<file path="src/rtl/pc_fetch_pkg.sv">
// Shared types and defaults for the fetch-side PC sequencer.
// State encoding and reset/increment defaults.
package pc_fetch_pkg;

  typedef enum logic [1:0] {
    IDLE = 2'd0,
    REQ  = 2'd1,
    HOLD = 2'd2
  } state_t;

  localparam logic [31:0] DEF_INIT_VALUE = 32'h0000_0000;
  localparam logic [31:0] DEF_INC        = 32'd4;

endpackage

</file>
<file path="src/rtl/pc_state_reg.sv">
// n-bit program counter register.
// Async active-high reset to INIT_VALUE, synchronous load enable.
module pc_state_reg #(
  parameter int unsigned     N          = 32,
  parameter logic [N-1:0]    INIT_VALUE = '0
) (
  input  logic         i_clk,
  input  logic         i_rst,
  input  logic         i_load,
  input  logic [N-1:0] i_d,
  output logic [N-1:0] o_q
);

  logic [N-1:0] r_q;

  always_ff @(posedge i_clk or posedge i_rst) begin
    if (i_rst)       r_q <= INIT_VALUE;
    else if (i_load) r_q <= i_d;
  end

  assign o_q = r_q;

endmodule

</file>
<file path="src/rtl/pc_fetch_sequencer.sv">
// Fetch sequencer: owns the PC, issues req/ack instruction reads
// and hands fetched words to decode over valid/ready.
module pc_fetch_sequencer
  import pc_fetch_pkg::*;
#(
  parameter int unsigned  n          = 32,
  parameter logic [n-1:0] INIT_VALUE = n'(DEF_INIT_VALUE),
  parameter logic [n-1:0] INC        = n'(DEF_INC)
) (
  input  logic         Clk,
  input  logic         Reset,
  input  logic         Stall,
  input  logic         BranchTaken,
  input  logic [n-1:0] BranchTarget,
  output logic         MemReq,
  output logic [n-1:0] MemAddr,
  input  logic         MemAck,
  input  logic [31:0]  MemData,
  output logic         InstrValid,
  output logic [31:0]  Instr,
  output logic [n-1:0] InstrPc,
  input  logic         InstrReady
);

  state_t       r_state, w_state_nxt;
  logic [n-1:0] w_pc;
  logic         w_pc_load;
  logic [n-1:0] w_pc_nxt;

  logic         r_mem_req,   w_mem_req_nxt;
  logic [n-1:0] r_mem_addr,  w_mem_addr_nxt;
  logic         r_valid,     w_valid_nxt;
  logic [31:0]  r_instr,     w_instr_nxt;
  logic [n-1:0] r_instr_pc,  w_instr_pc_nxt;
  logic         r_pending,   w_pending_nxt;
  logic [n-1:0] r_target,    w_target_nxt;

  pc_state_reg #(
    .N          (n),
    .INIT_VALUE (INIT_VALUE)
  ) u_pc (
    .i_clk  (Clk),
    .i_rst  (Reset),
    .i_load (w_pc_load),
    .i_d    (w_pc_nxt),
    .o_q    (w_pc)
  );

  always_ff @(posedge Clk or posedge Reset) begin
    if (Reset) r_state <= IDLE;
    else       r_state <= w_state_nxt;
  end

  always_comb begin
    w_state_nxt    = r_state;
    w_pc_load      = 1'b0;
    w_pc_nxt       = w_pc;
    w_mem_req_nxt  = r_mem_req;
    w_mem_addr_nxt = r_mem_addr;
    w_valid_nxt    = r_valid;
    w_instr_nxt    = r_instr;
    w_instr_pc_nxt = r_instr_pc;
    w_pending_nxt  = r_pending;
    w_target_nxt   = r_target;
    unique case (r_state)
      IDLE: begin
        if (BranchTaken) begin
          w_pc_load = 1'b1;
          w_pc_nxt  = BranchTarget;
        end else if (!Stall) begin
          w_mem_addr_nxt = w_pc;
          w_mem_req_nxt  = 1'b1;
          w_state_nxt    = REQ;
        end
      end
      REQ: begin
        if (MemAck) begin
          w_mem_req_nxt = 1'b0;
          w_pc_load     = 1'b1;
          // A redirect seen during the read (or right now) voids the data
          if (BranchTaken || r_pending) begin
            w_pc_nxt      = BranchTaken ? BranchTarget : r_target;
            w_pending_nxt = 1'b0;
            w_state_nxt   = IDLE;
          end else begin
            w_instr_nxt    = MemData;
            w_instr_pc_nxt = w_pc;
            w_valid_nxt    = 1'b1;
            w_pc_nxt       = w_pc + INC;
            w_state_nxt    = HOLD;
          end
        end else if (BranchTaken) begin
          w_target_nxt  = BranchTarget;
          w_pending_nxt = 1'b1;
        end
      end
      HOLD: begin
        if (BranchTaken) begin
          w_valid_nxt = 1'b0;
          w_pc_load   = 1'b1;
          w_pc_nxt    = BranchTarget;
          w_state_nxt = IDLE;
        end else if (InstrReady) begin
          w_valid_nxt = 1'b0;
          if (!Stall) begin
            w_mem_addr_nxt = w_pc;
            w_mem_req_nxt  = 1'b1;
            w_state_nxt    = REQ;
          end else begin
            w_state_nxt = IDLE;
          end
        end
      end
      default: w_state_nxt = IDLE;
    endcase
  end

  always_ff @(posedge Clk or posedge Reset) begin
    if (Reset) begin
      r_mem_req  <= 1'b0;
      r_mem_addr <= INIT_VALUE;
      r_valid    <= 1'b0;
      r_instr    <= '0;
      r_instr_pc <= '0;
      r_pending  <= 1'b0;
      r_target   <= '0;
    end else begin
      r_mem_req  <= w_mem_req_nxt;
      r_mem_addr <= w_mem_addr_nxt;
      r_valid    <= w_valid_nxt;
      r_instr    <= w_instr_nxt;
      r_instr_pc <= w_instr_pc_nxt;
      r_pending  <= w_pending_nxt;
      r_target   <= w_target_nxt;
    end
  end

  assign MemReq     = r_mem_req;
  assign MemAddr    = r_mem_addr;
  assign InstrValid = r_valid;
  assign Instr      = r_instr;
  assign InstrPc    = r_instr_pc;

endmodule

</file>
<file path="config.mk">
export PLATFORM = sky130hd
export DESIGN_NAME = pc_fetch_sequencer
export DESIGN_NICKNAME = d
export VERILOG_FILES = /design/src/rtl/pc_fetch_pkg.sv /design/src/rtl/pc_state_reg.sv /design/src/rtl/pc_fetch_sequencer.sv
export SDC_FILE = /design/constraint.sdc
export NUM_CORES = 1
export LEC_CHECK = 0
export CAP_MARGIN = 40
export CORE_ASPECT_RATIO = 1.2
export CORE_MARGIN = 5
export CORE_UTILIZATION = 54
export CTS_BUF_LIST = sky130_fd_sc_hd__clkbuf_8
export DETAILED_ROUTE_END_ITERATION = 16
export HOLD_SLACK_MARGIN = 0.08
export PLACE_DENSITY = 0.83
export SYNTH_ARGS = -nofsm -noshare
export SYNTH_HDL_FRONTEND = slang
export SYNTH_HIERARCHICAL = 1
export SYNTH_SLANG_ARGS = --single-unit
</file>
<file path="constraint.sdc">
create_clock -name Clk -period 6.3 [get_ports Clk]
set_clock_uncertainty 0.05 [all_clocks]
set_input_delay 1.575 -clock Clk [delete_from_list [all_inputs] [get_ports Clk]]
set_output_delay 1.575 -clock Clk [all_outputs]
set_load 0.01 [all_outputs]
</file>
After elaboration in Yosys (flattened, before gate mapping). Cells that the tools add are included.

Register bits: 165. Input port bits: 70. Output and inout bits: 98. Word-level logic and storage cells: 74.

Add/sub/neg operators: 1. Equal/unequal tests: 11. Muxes and demuxes: 35. Bitwise logic cells: 2. Reduce and logical (&&, ||, !) cells: 16.

Operators with widths (count): $mux W32 (8); $pmux W32 S2 (2); $add A32 B3 Y32 const B (1); $reduce_and A4 Y1 (4); $mux W1 (15); $mux W2 (6); $ne A2 B2 Y1 const B (6); $reduce_bool A2 Y1 (4); $pmux W2 S3 (1); $reduce_and A3 Y1 (2); $reduce_and A5 Y1 (1); $ne A2 B1 Y1 const B (2); $pmux W1 S2 (2); $ne A3 B3 Y1 const B (1); $pmux W1 S3 (1); $reduce_bool A3 Y1 (1); $eq A2 B1 Y1 const B (1); $eq A2 B2 Y1 const B (1); $logic_not A2 Y1 (1); $not A1 Y1 (2); $reduce_and A2 Y1 (1); $reduce_or A2 Y1 (1); $logic_or A1 B1 Y1 (1).

Depth between registers and ports, before layout. Gate-level depths: netlist of run 1.

Depth in word-level cells: 4. Mapped depth: 9. Depth with buffers taken out: 7.

Modules after synthesis. Netlist of run 1, hierarchy kept.

Modules (own cells, without submodules): pc_fetch_sequencer (instances 1, cells an instance 783, area an instance 7068.0 µm², sequential area each 3328.2 µm²); pc_state_reg (instances 1, cells an instance 69, area an instance 1348.8 µm², sequential area each 800.8 µm²).

Worst setup path before layout of run 1. Ideal clock, no wire load.

Path type: input to register. Start point: input port BranchTaken. End point: register u_pc.r_q[29], in the netlist u_pc/o_q[29]. Library setup time: 0.125 ns. Data arrival time: 3.049 ns. Required time: 6.125 ns. Path slack: 3.076 ns. Cell stages on the path: 7. Path buffers: 3. Path through: buf_2 -> or2_2 -> clkbuf_1 -> clkbuf_1 -> o41ai_1 -> a22oi_1 -> mux2_4.

Longest elaborated chain between the ends: 4. Elaborated cells between the ends (all ways): 9. Classes of those cells: eq/ne (1); mux (6); reduce/logical (2).

Ends and longest elaborated chain: from (decl) (RTL line pc_fetch_sequencer.sv:13) `input logic BranchTaken,`; $mux W32 / $logic_or A1 B1 Y1 (equally long branches); $mux W32 * (RTL line pc_fetch_sequencer.sv:81) `if (BranchTaken || r_pending) begin`; $mux W32 * (RTL line pc_fetch_sequencer.sv:77) `if (MemAck) begin`; $pmux W32 S2 * (RTL line pc_fetch_sequencer.sv:65) `unique case (r_state)`; net w_pc_nxt[29] (RTL line pc_fetch_sequencer.sv:28) `logic [n-1:0] w_pc_nxt;`; to (signal assigned) (RTL line pc_state_reg.sv:18) `else if (i_load) r_q <= i_d;`; to (decl) (RTL line pc_state_reg.sv:14) `logic [N-1:0] r_q;`.

The timed path passes the listed nets; every way through them passes the cells marked *. The select of a mux whose other input is x is not followed. A chain may end at the register's enable or synchronous reset.

Worst setup path after layout of run 1.
Start point: input port MemAck. End point: register u_pc.r_q[12], in the netlist u_pc/o_q[12].

Longest elaborated chain between the ends: 3. Elaborated cells between the ends (all ways): 4. Classes of those cells: eq/ne (1); mux (2); reduce/logical (1).

Ends and longest elaborated chain: from (decl) (RTL line pc_fetch_sequencer.sv:17) `input logic MemAck,`; $mux W1 (RTL line pc_fetch_sequencer.sv:77); $pmux W1 S2 (RTL line pc_fetch_sequencer.sv:65); net w_pc_load (RTL line pc_fetch_sequencer.sv:27) `logic w_pc_load;`; $reduce_and A4 Y1 (no line).

The timed path passes the listed nets, and every way through them passes these cells.

==> summary.md, run 1 <==
| Metric | Value |
|---|---|
| Chip height | around 150 um |
| CTS tree | built |
| RR Startpoint | r_state[0] |
| CTS Hold Bufs | 0 |
| Count leader, synth | nand2_1 |
| WL per Instance | 20.2 um |
| Slowest cell on crit path | clkdlybuf4s50_1 |
| NumNets Final | 1064 |
| Hold Crit Start | InstrPc[23] |
| CTS max path bufs | 2 |
| Period utilisation layout | between 60% and 70% |
| Largest net degree at the start of global routing | 92 |
| Total CTS buffers | 17 |
| Unrepaired setup endpoints after global routing | false |
| Routability cong. | between 0.9 and 1 |
| Design Power | 4.38 mW |
| Type of the worst min-delay path | flip-flop to flip-flop |
| Final Core Density | about two thirds |
| DR pass1 iterations | 5 |
| Max Cap Violations | 0 |
| Cell area after placement | 0.0102 mm2 |
| Skew-Pair Late Insertion Delay | 0.46 ns |
| Cell Chain, Critical Path | clkdlybuf4s50_1, and3b_1, nor2_1, inv_1, buf_4, mux2_2 |
| Final instance area | around 0.011 mm2 |
| I/O Buffers | between 150 and 200 |
| Top-area cell type share of the netlist area | between 40% and 50% |
| Setup crit start kind | input pin |
| Top FF cell, synth | dfrtp_1 |
| Pleak | approximately 4.7 nW |
| Asr flop ratio synth | 100% |
| Post-Route WL | between 20 and 25 mm |
| Initial drt markers | approximately 960 |
| Vias per cell | a little over 6 |
| Clock transition at the registers of the reported paths | about 0.09 ns |
| Final worst slack | approximately 2.1 ns |
| Setup bufs post-CTS | 0 |
| Critical Path Sink Type | flip-flop |
| H-Tree Depth | 4 |
| Final hold slack | 0.422 ns |
| Top post-synthesis cells by count | nand2_1, dfrtp_1, mux2_2 |
| Synthesized area per cell | approximately 9.9 um2 |
| Filler cells | 1204 |
| Area grow syn2layout | 25.7% |
| Cell area after synthesis | approximately 0.0084 mm2 |
| I/O pin count | between 150 and 200 |
| Synth Register Bits | around 170 |
| Sequential-to-total area share from yosys stat | 49.1% |
| CP arrival | ~4.5 ns |
| Crit path time final | 4.22 ns |
| Global Route Usage Sum | a little over a quarter |
| WP data required | about 6.6 ns |
| Clock Sinks | roughly 170 |
| FP Rows | 50 |
| Die area | 0.0182 mm2 |
| Final Max Tran Viols | 0 |
| Critical path origin | MemAck |
| Max Freq | roughly 240 MHz |
| Vias in the first global route | 7209 |
| Total grt overflow | 0 |
| EDFF count, synth | 0 |
| Syn Inst Count | between 800 and 900 |
| Layout cells sized above 1 | ~16% |
| Die X | 124 um |
| Final hold vios | 0 |
| Max stage delay on crit path | ~0.90 ns |
| Power density cells | between 400 and 500 mW/mm2 |
| Vias | about 7400 |
| Sum Neg Setup Slack | 0 ns |
| Antenna Cells | 0 |
| Worst VDD drop | 0.155 mV |
| Slew headroom | a little under two fifths |
| CP Max Fanout | 18 |
| Post-CTS sizing | 0 |
| Hpwl dp | between 15 and 20 mm |
| First-pass GRT wire length | roughly 39 mm |
| Clock root cell | clkbuf_8 |
| Core region area | about 0.015 mm2 |
| Ys Warns | 6 |
| Place WS | between 1.5 and 2 ns |
| Synth cell types | between 60 and 70 |
| Synth area leaders | dfrtp_1, nand2_1, mux2_2, mux2_4, a21oi_1 |
| Status | completed |
| Setup CP Type | input pin to flip-flop |
| Syn_nets | roughly 900 |
| Setup violators final | 0 |
| Placed cells | around 1200 |
| Post-synth top area cell | dfrtp_1 |
| Worst slew pin tran | around 0.95 ns |
| Antenna violations before repair | 0 |
| DRC errors left | 0 |
| Non-Filler Instances | 1214 |
| Post-detailed-route count of antenna-violating nets | 0 |
| Initial core utilization | a little over half |
==> kinds of logic (layout without fill, tap and decap cells) <==
| group | Yosys count | count (layout) | share of synthesized area [%] |
|---|---|---|---|
| adder cells (fa/ha/maj) | 1 | 1 | 0.149 |
| multiplexers | 105 | 105 | 15.2 |
| AND/OR/NAND/NOR | 338 | 338 | 17.8 |
| flip-flops | 165 | 165 | 49.1 |
| buffers and inverters | 74 | 228 | 4.16 |
| AO/OA/AOI/OAI | 164 | 164 | 13.1 |
| XOR/XNOR | 5 | 5 | 0.520 |
==> final timing paths <==
path                           endpoint  slack, ns  depth (start not counted)
max                        u_pc/o_q[12]       2.08                          6
min                         InstrPc[23]       0.42                          2
max reg2reg                u_pc/o_q[12]       3.12                          5
min reg2reg                 InstrPc[23]       0.42                          2
max in group asynchronous  r_target[25]       3.49                          3
min in group asynchronous   u_pc/o_q[4]       1.60                          3
==> sequential cells by signal, indices dropped and copies added (netlist names), 2 cells and up <==
name and flops:
u_pc/o_q 32, Instr 32, InstrPc 32, r_state 2, r_target 32, MemAddr 32
==> layout make-up <==
class	instances	area, um2	share of cell area [%]
Clock buffer	18	248	2.34
Tap cell	208	260	2.46
Multi-Input combinational cell	613	3950	37.3
Inverter	13	53.8	0.508
Timing Repair Buffer	183	1810	17.1
Clock inverter	14	126	1.19
Sequential cell	165	4130	39.0
==> placed cells by master (no fill, tap or decap), types with 6 or more instances in the layout <==
cell type | netlist | routed
mux2_2 | 62 | 62
o211ai_1 | 8 | 8
buf_4 | 0 | 13
o21ai_0 | 38 | 38
nor3_1 | 9 | 9
o21a_1 | 7 | 7
a221oi_1 | 10 | 10
nand3_1 | 19 | 19
and3_1 | 6 | 6
nor2b_1 | 6 | 6
a21oi_1 | 39 | 39
dfrtp_1 | 165 | 165
nand4_1 | 10 | 10
clkdlybuf4s50_1 | 0 | 166
nor4_1 | 7 | 7
mux2_4 | 30 | 30
mux2i_1 | 13 | 13
nor2_1 | 41 | 38
nand2_1 | 217 | 216
inv_1 | 11 | 10
a22oi_1 | 6 | 6
clkbuf_8 | 0 | 18
==> worst max-delay path, delay by kind of cell <==
family | cells | cell delay (ns)
muxes | 1 | 0.37
and+or+nand+nor | 2 | 0.77
buffers and inverters | 3 | 1.79
==> layer usage <==
layer | track usage, % | up-vias | part of all wire, %
li1 | - | 3284 | -
met1 | 35.7 | 3515 | 39
met2 | 43.2 | 471 | 47
met3 | 6.08 | 80 | 10
met4 | 11.6 | 0 | 4.0
met5 | 0 | - | 0
==> where the power goes <==
group | internal (mW) | switching (mW) | total, mW
clock network | 0.326 | 0.409 | 0.735
logic | 0.980 | 0.724 | 1.70
registers | 1.50 | 0.441 | 1.94
total | 2.81 | 1.57 | 4.38
Note: power is estimated with default switching activity, not from simulation.
==> inputs of run 2 (changes only) <==
--- a/config.mk
+++ b/config.mk
@@ -8,11 +8,11 @@
 export CAP_MARGIN = 40
 export CORE_ASPECT_RATIO = 1.2
 export CORE_MARGIN = 5
-export CORE_UTILIZATION = 54
+export CORE_UTILIZATION = 49
 export CTS_BUF_LIST = sky130_fd_sc_hd__clkbuf_8
 export DETAILED_ROUTE_END_ITERATION = 16
 export HOLD_SLACK_MARGIN = 0.08
-export PLACE_DENSITY = 0.83
+export PLACE_DENSITY = 0.8
 export SYNTH_ARGS = -nofsm -noshare
 export SYNTH_HDL_FRONTEND = slang
 export SYNTH_HIERARCHICAL = 1
==> constraint.sdc (replaced) <==
create_clock -name Clk -period 3.7 [get_ports Clk]
set_clock_uncertainty 0.05 [all_clocks]
set_input_delay 0.925 -clock Clk [delete_from_list [all_inputs] [get_ports Clk]]
set_output_delay 0.925 -clock Clk [all_outputs]
set_load 0.01 [all_outputs]
==> summary.md, run 2 (same netlist as run 1, synthesis figures left out) <==
| Metric | Value |
|---|---|
| RR Startpoint | u_pc/o_q[7] |
| Clock transition at the registers of the reported paths | 0.09 ns (about the same) |
| Die X | 130 um (+4.6%) |
| Worst VDD drop | 0.301 mV (+94%) |
| Initial core utilization | 49.9% (-4.5 points) |
| Initial drt markers | 896 (-6.6%) |
| FP Rows | 52 (+4.0%) |
| Worst slew pin tran | 0.709 ns (-0.238 ns) |
| Area grow syn2layout | 26.9% |
| DR pass1 iterations | 6 (+1) |
| Antenna violations before repair | 0 (unchanged) |
| Total CTS buffers | 17 (unchanged) |
| NumNets Final | 1073 (+0.85%) |
| Skew-Pair Late Insertion Delay | 0.47 ns (about the same) |
| Hpwl dp | 18.0 mm (+3.1%) |
| Max Freq | around 370 MHz |
| Final hold vios | 0 (unchanged) |
| WL per Instance | 20.0 um (-0.80%) |
| Post-CTS sizing | 0 (unchanged) |
| Clock root cell | clkbuf_8 |
| Routability cong. | 0.989 (+3.9%) |
| Cell area after placement | 0.0103 mm2 (+0.94%) |
| CP Max Fanout | 11 (-7) |
| Crit path time final | roughly 2.7 ns |
| H-Tree Depth | 4 (unchanged) |
| Critical Path End | u_pc/o_q[19] |
| Pleak | 4.71 nW (+1.1%) |
| I/O pin count | 168 (unchanged) |
| Type of the worst min-delay path | flip-flop to flip-flop |
| Layout cells sized above 1 | 16.5% (+0.56 points) |
| Final Core Density | 63.4% (-5.1 points) |
| Core region area | 0.0169 mm2 (+9.1%) |
| Most common cell after layout, fill and taps aside | nand2_1 |
| Clock Sinks | 165 (unchanged) |
| Final instance area | 0.0107 mm2 (+0.89%) |
| CP arrival | 3.03 ns (-1.48 ns) |
| Setup crit start kind | flip-flop |
| Filler cells | 1394 (+16%) |
| Post-detailed-route count of antenna-violating nets | 0 (unchanged) |
| Placed cells | 1199 (+1.4%) |
| CTS Hold Bufs | 0 (unchanged) |
| Most frequent cells in the layout | nand2_1, clkdlybuf4s50_1, dfrtp_1 |
| Max Cap Violations | 0 (unchanged) |
| Die area | 0.0199 mm2 (+9.4%) |
| Worst R2R Path Depth | 6 (+1) |
| Period utilisation layout | between 70 and 80% |
| Slew headroom | 52.7% (+16 points) |
| Setup violators final | 0 (unchanged) |
| Met1 Track Usage GR | 35.1% (-0.60 points) |
| Power density cells | 700 mW/mm2 (+69%) |
| I/O Buffers | 167 (unchanged) |
| Setup CP Type | flip-flop to flip-flop |
| Antenna Cells | 0 (unchanged) |
| DRC errors left | 0 (unchanged) |
| Global Route Usage Sum | 25.1% (-2.1 points) |
| CTS tree | built |
| Total grt overflow | 0 (unchanged) |
| First-pass GRT wire length | 39.2 mm (+1.3%) |
| Vias in the first global route | 7042 (-2.3%) |
| Final Max Tran Viols | 0 (unchanged) |
| Critical Path Sink Type | flip-flop |
| Vias per cell | 5.81 (-4.0%) |
| Chip height | 154 um (+4.6%) |
| Sum Neg Setup Slack | 0 ns (unchanged) |
| Critical path origin | u_pc/o_q[7] |
| Non-Filler Instances | 1230 (+1.3%) |
| WP data required | 4.00 ns (-2.60 ns) |
| Unrepaired setup endpoints after global routing | false |
| GRT met2 Usage | 38.4% (-4.9 points) |
| Status | completed |
| Worst r2r dst | u_pc/o_q[19] |
| Busiest grt layer | met2 |
| Largest net degree at the start of global routing | 70 (-24%) |
| Grt met3 use | 5.27% (-0.81 points) |
| Vias | 7150 (-2.7%) |
| Post-Route WL | 24.6 mm (+0.51%) |
| Setup bufs post-CTS | 0 (unchanged) |
| CTS max path bufs | 2 (unchanged) |
| Reg-to-reg setup timing slack | 0.97 ns (-2.15 ns) |
-- run 2: cell count changes in the layout (fill, tap and decap cells not counted), moves of 2 or more --
cell,change
clkinv_4,+2
buf_12,+3
buf_4,+8
buf_8,-2
-- run 2: power by group --
part	switching (mW)	internal, mW
clock network	0.688	0.555
logic	1.24	1.68
registers	0.758	2.55
-- run 2: worst min path at each step --
stage | startpoint | cells after the start | end
floorplan | r_target[22] | 1 | r_target[22]
global placement | Instr[20] | 2 | Instr[20]
detailed placement | Instr[28] | 2 | Instr[28]
CTS | Instr[12] | 2 | Instr[12]
global route | InstrPc[15] | 2 | InstrPc[15]
finish | Instr[28] | 2 | Instr[28]
-- run 2: stage by stage --
step / worst slack [ns] / hold WS, ns / total power, mW
floorplan: 1.07 / 0.425 / 4.70
global placement: 0.633 / 0.407 / 6.16
detailed placement: 0.601 / 0.412 / 6.26
CTS: 1.05 / 0.435 / 7.51
global route: 0.916 / 0.459 / 7.93
finish: 0.970 / 0.427 / 7.48
-- run 2: layer usage --
metal	share of wire, %	vias to the layer above	wire length [um]
met2	46	390	11400
met1	42	3387	10300
met3	8.5	61	2100
met5	0	-	0
met4	3.4	0	828
li1	-	3312	-
-- run 2: worst max-delay path, cell delays in order, from the launching register on --
cell and delay, ns:
dfrtp_1 0.59, and3_1 0.35, nand3_1 0.40, o31a_2 0.46, o311ai_0 0.31, o211ai_1 0.17, mux2_4 0.28
-- run 2: area by class of cell --
cell class	count	area (um2)	area share (%)
Clock buffer	18	248	2.32
Clock inverter	13	124	1.16
Inverter	13	52.6	0.492
Multi-Input combinational cell	613	3950	37.0
Sequential cell	165	4130	38.7
Tap cell	216	270	2.53
Timing Repair Buffer	192	1900	17.8
